## src/rtl/ppu_cpu_reg_port.sv

```systemverilog
// CPU-facing PPU register file: control/scroll registers, the shared SCROLL/ADDR
// write toggle, and a held-request VRAM port for DATA reads and writes.
module ppu_cpu_reg_port (
    input  logic        clk,
    input  logic        rst,
    input  logic [2:0]  cpu_addr,
    input  logic [7:0]  cpu_data_in,
    input  logic        cpu_wr,
    input  logic        cpu_rd,
    output logic [7:0]  cpu_data_out,
    output logic        cpu_data_valid,
    output logic        busy,
    input  logic        vblank_in,
    output logic [7:0]  ppu_ctrl1,
    output logic [7:0]  ppu_ctrl2,
    output logic [15:0] cpu_scroll_addr,
    output logic [15:0] vram_addr,
    output logic [7:0]  vram_wdata,
    output logic        vram_we,
    output logic        vram_re,
    input  logic [7:0]  vram_rdata,
    input  logic        vram_ack
);

    typedef enum logic [1:0] {
        ST_IDLE,
        ST_WR_REQ,
        ST_RD_REQ
    } state_t;

    state_t      r_state;
    logic        r_w;
    logic [5:0]  r_stage;
    logic [7:0]  r_rbuf;
    logic [13:0] r_addr;

    logic [13:0] w_inc;
    logic [13:0] w_addr_next;

    // The address is kept 14 bits wide so the +1/+32 step wraps at 0x4000 for free.
    assign w_inc       = ppu_ctrl1[0] ? 14'd32 : 14'd1;
    assign w_addr_next = r_addr + w_inc;
    assign vram_addr   = {2'b00, r_addr};
    assign busy        = (r_state != ST_IDLE);

    // NOTE: every register here is written with <= only; mixing in blocking
    // assignments would let later statements see same-cycle values.
    always_ff @(posedge clk) begin
        if (rst) begin
            r_state         <= ST_IDLE;
            r_w             <= 1'b0;
            r_stage         <= '0;
            r_rbuf          <= '0;
            r_addr          <= '0;
            ppu_ctrl1       <= '0;
            ppu_ctrl2       <= '0;
            cpu_scroll_addr <= '0;
            vram_wdata      <= '0;
            vram_we         <= 1'b0;
            vram_re         <= 1'b0;
            cpu_data_out    <= '0;
            cpu_data_valid  <= 1'b0;
        end else begin
            cpu_data_valid <= 1'b0;
            case (r_state)
                ST_IDLE: begin
                    // A write wins over a simultaneous read; the read is simply dropped.
                    if (cpu_wr) begin
                        case (cpu_addr)
                            3'd0: ppu_ctrl1 <= cpu_data_in;
                            3'd1: ppu_ctrl2 <= cpu_data_in;
                            3'd5: begin
                                if (!r_w) cpu_scroll_addr[7:0]  <= cpu_data_in;
                                else      cpu_scroll_addr[15:8] <= cpu_data_in;
                                r_w <= ~r_w;
                            end
                            3'd6: begin
                                if (!r_w) r_stage <= cpu_data_in[5:0];
                                else      r_addr  <= {r_stage, cpu_data_in};
                                r_w <= ~r_w;
                            end
                            3'd7: begin
                                vram_wdata <= cpu_data_in;
                                vram_we    <= 1'b1;
                                r_state    <= ST_WR_REQ;
                            end
                            default: ;
                        endcase
                    end else if (cpu_rd) begin
                        cpu_data_valid <= 1'b1;
                        case (cpu_addr)
                            3'd2: begin
                                cpu_data_out <= {vblank_in, 7'b0};
                                r_w          <= 1'b0;
                            end
                            3'd7: begin
                                cpu_data_out <= r_rbuf;
                                vram_re      <= 1'b1;
                                r_state      <= ST_RD_REQ;
                            end
                            default: cpu_data_out <= 8'h00;
                        endcase
                    end
                end
                ST_WR_REQ: begin
                    if (vram_ack) begin
                        vram_we <= 1'b0;
                        r_addr  <= w_addr_next;
                        r_state <= ST_IDLE;
                    end
                end
                ST_RD_REQ: begin
                    if (vram_ack) begin
                        r_rbuf  <= vram_rdata;
                        vram_re <= 1'b0;
                        r_addr  <= w_addr_next;
                        r_state <= ST_IDLE;
                    end
                end
                default: r_state <= ST_IDLE;
            endcase
        end
    end

endmodule

```

## config.mk

```make
export PLATFORM = sky130hd
export DESIGN_NAME = ppu_cpu_reg_port
export DESIGN_NICKNAME = d
export VERILOG_FILES = /design/src/rtl/ppu_cpu_reg_port.sv
export SDC_FILE = /design/constraint.sdc
export NUM_CORES = 1
export LEC_CHECK = 0
export CORE_MARGIN = 4
export CORE_UTILIZATION = 49
export CTS_CLUSTER_SIZE = 28
export DETAILED_ROUTE_END_ITERATION = 7
export PLACE_DENSITY_LB_ADDON = 0.25
export SYNTH_ARGS = -nofsm -noshare
export SYNTH_HDL_FRONTEND = slang
export SYNTH_SLANG_ARGS = --single-unit
```

## constraint.sdc

```tcl
create_clock -name clk -period 2.1 [get_ports clk]
set_input_delay 0.315 -clock clk [delete_from_list [all_inputs] [get_ports clk]]
set_output_delay 0.315 -clock clk [all_outputs]
set_load 0.01 [all_outputs]
```

==> flow_summary.ini <==
[synthesis]
netlist_area_um2 = 3680
synth_cell_types = 57
synth-main-ff-cell = dfxtp_1
synth-seq-cells = 82
ys_seq_area_share_pct = 44.6
syn_avg_cell_area_um2 = 8.76
syn-instance-count = 420
synth_async_sr_flop_share_pct = 0
synth_warnings = 0
synth_edf_count = 0

[floorplanning]
rows = 31
io-pin-count = 93
die_y_um = 94.7
chipWidth_um = 94.7
die-area_um2 = 8960
fp.coreArea_um2 = 7290
start_util_pct = 50.5

[timing]
hold_violations = 0
max_freq_mhz = 504
period_minus_slack_ns = 1.98
finalWorstSetupSlack_ns = 0.115
setup_viol = 0
grt_setup_unrepaired = false
drv_slew = 0
fin_crit_sh_pct = 94.5
skew_ns = 0.0103

[setup_path]
end_kind = output port
crit_fanout = 5
crit_required_ns = 1.78
worstPathArrival_ns = 1.67
worstSetupPathType = flip-flop to output port
critPathLaunchType = flip-flop
cpMaxStageDelayCell = clkdlybuf4s50_1
max_stage_delay_ns = 0.53
crit_chain = inv_1, ha_2, inv_2, clkdlybuf4s50_1

[placement]
dp_hpwl_um = 7110
port_buffers = 90
place_ws_ns = -0.0512
gp_congestion = 0.916
place_inst = 607

[global_routing]
overflow = 0
gr-max-usage-layer = met2
grt_usage_pct = 23.1
antenna_found_initial = 0
met2_usage_pct = 36.8
grt.met1_usage_pct = 29.7
grt_first_pass_wirelength_um = 16200
grt.met3_usage_pct = 8.21
grt_start_max_net_pins = 41
grt_pass1_vias = 3331

[power_and_ir_drop]
ir_worst_vdd_uv = 489
power.internal_w = 0.00246
p_leak_nw = 1.72
pwr_density_cell_nw_per_um2 = 656
p_comb_share_pct = 10.3
power_switching_share_pct = 25.3
total_power_w = 0.00329
p_clk_share_pct = 41.1
seqPwrFrac_pct = 48.7
p_switching_w = 0.000833

[clock_network]
post_cts_buffers = 0
insertion_delay_ns = 0.36
cts_hold_buf = 0
clkSinkCount = 82
htree_num_levels = 3
clockRootBuffer = clkbuf_8
cts_buffer_depth = 2
tritoncts = yes
clkTransAtPathRegs_ns = 0.09
cts_resized = 0
cts_buffers = 9

[drt]
wl_per_cell_um = 16.1
wirelength_um = 10100
ant_nets = 0
drtIter0Drc = 152
dr_total_vias = 3398
route.detailed.drc = 0
drtPass1Iterations = 4
drt-vias-per-instance = 5.45

[worst_hold_path]
hold_class = input pin to flip-flop

[outcome]
status = finished clean

[cells_and_area]
fill_cells = 620
diodes = 0
nets = 550
layout-drive-gt1-share_pct = 12.2
instances_no_fill = 623
area_growth_pct = 36.4

[run]
cap_viol_max_count = 0
-- metal layers --
metal / vias up / wire length (µm) / share of wire, %
li1: 1672 / - / -
met1: 1618 / 4500 / 45
met2: 99 / 4750 / 47
met3: 9 / 717 / 7.1
met4: 0 / 81 / 0.81
met5: - / 0 / 0
-- power groups by stage --
stage / Combinational [W] / Clock [W] / Sequential [W]
after floorplan: 0.000169 / 0 / 0.00164
after global placement: 0.000330 / 0 / 0.00164
after detailed placement: 0.000335 / 0 / 0.00164
after CTS: 0.000336 / 0.00136 / 0.00160
after global routing: 0.000364 / 0.00143 / 0.00161
final: 0.000337 / 0.00135 / 0.00160
-- sequential cells by signal, summed over array words and instances (netlist names), 6 cells and up --
register / cells
vram_wdata: 8
cpu_data_out: 8
ppu_ctrl2: 8
ppu_ctrl1: 8
r_addr: 14
r_rbuf: 8
cpu_scroll_addr: 16
r_stage: 6
-- synth_stat cells, types with 6 or more instances --
master    number  area [µm²]
dfxtp_1       82        1640
nor2_1        58         218
nand2_1       51         191
a21oi_1       36         180
mux2i_1       33         330
nand3_1       22         110
clkbuf_1      17        63.8
a22oi_1       11        82.6
o21ai_0       10        50.1
buf_4          7        52.6
a31oi_1        6        37.5
ha_1           6        75.1
-- cells in the final DEF, fill, tap and decap left out, types with 6 or more instances in the layout --
cell	n
clkdlybuf4s50_1	89
dfxtp_1	82
nor2_1	58
nand2_1	51
a21oi_1	36
mux2i_1	33
nand3_1	22
buf_4	22
a22oi_1	11
o21ai_0	10
clkbuf_8	10
a31oi_1	6
-- per-stage QoR --
stage,setup TNS (ns),hold WS [ns],area [µm²],utilization [%]
4_1_cts,0,0.385,5010,68.8
5_1_grt,0,0.429,5020,68.8
3_5_place_dp,-0.204,0.447,4780,65.5
2_1_floorplan,0,0.436,3680,-
6_report,0,0.394,5020,68.8
3_3_place_gp,0,0.442,4780,65.5
-- layout make-up --
cell class                      count  area (µm²)  area share [%]
Multi-Input combinational cell    305        1880            37.4
Timing Repair Buffer              115        1120            22.3
Clock buffer                       10         138            2.74
Clock inverter                      6        96.3            1.92
Inverter                            6        22.5           0.449
Sequential cell                    82        1640            32.7
Tap cell                           99         124            2.47
-- logic make-up (layout without fill, tap and decap cells) --
logic type      after synthesis  after routing  synth area share [%]
compound gates               83             83                  14.2
mux                          35             35                  9.59
flops                        82             82                  44.6
buf+inv                      34            137                  4.66
xor+xnor                      1              1                 0.238
other cells                   1              2                 0.102
fa+ha+maj                     6              6                  2.04
simple gates                178            178                  24.6
-- final timing paths --
path	start	endpoint	slack, ns	depth (start not counted)
worst max-delay path	r_state[0]$_SDFFE_PP0P_	busy	0.12	4
worst min-delay path	rst	r_addr[4]$_SDFFE_PP0P_	0.39	2
worst min register to register	r_rbuf[4]$_SDFFE_PP0P_	r_rbuf[4]$_SDFFE_PP0P_	0.46	2
worst max register to register	r_state[0]$_SDFFE_PP0P_	r_addr[0]$_SDFFE_PP0P_	0.16	7
-- critical path, delay by kind of cell, from the launching register on --
kind | cells | cell delay, ns
fa+ha+maj | 1 | 0.23
buf+inv | 3 | 0.71
flops | 1 | 0.38
Note: power is estimated with default switching activity, not from simulation.
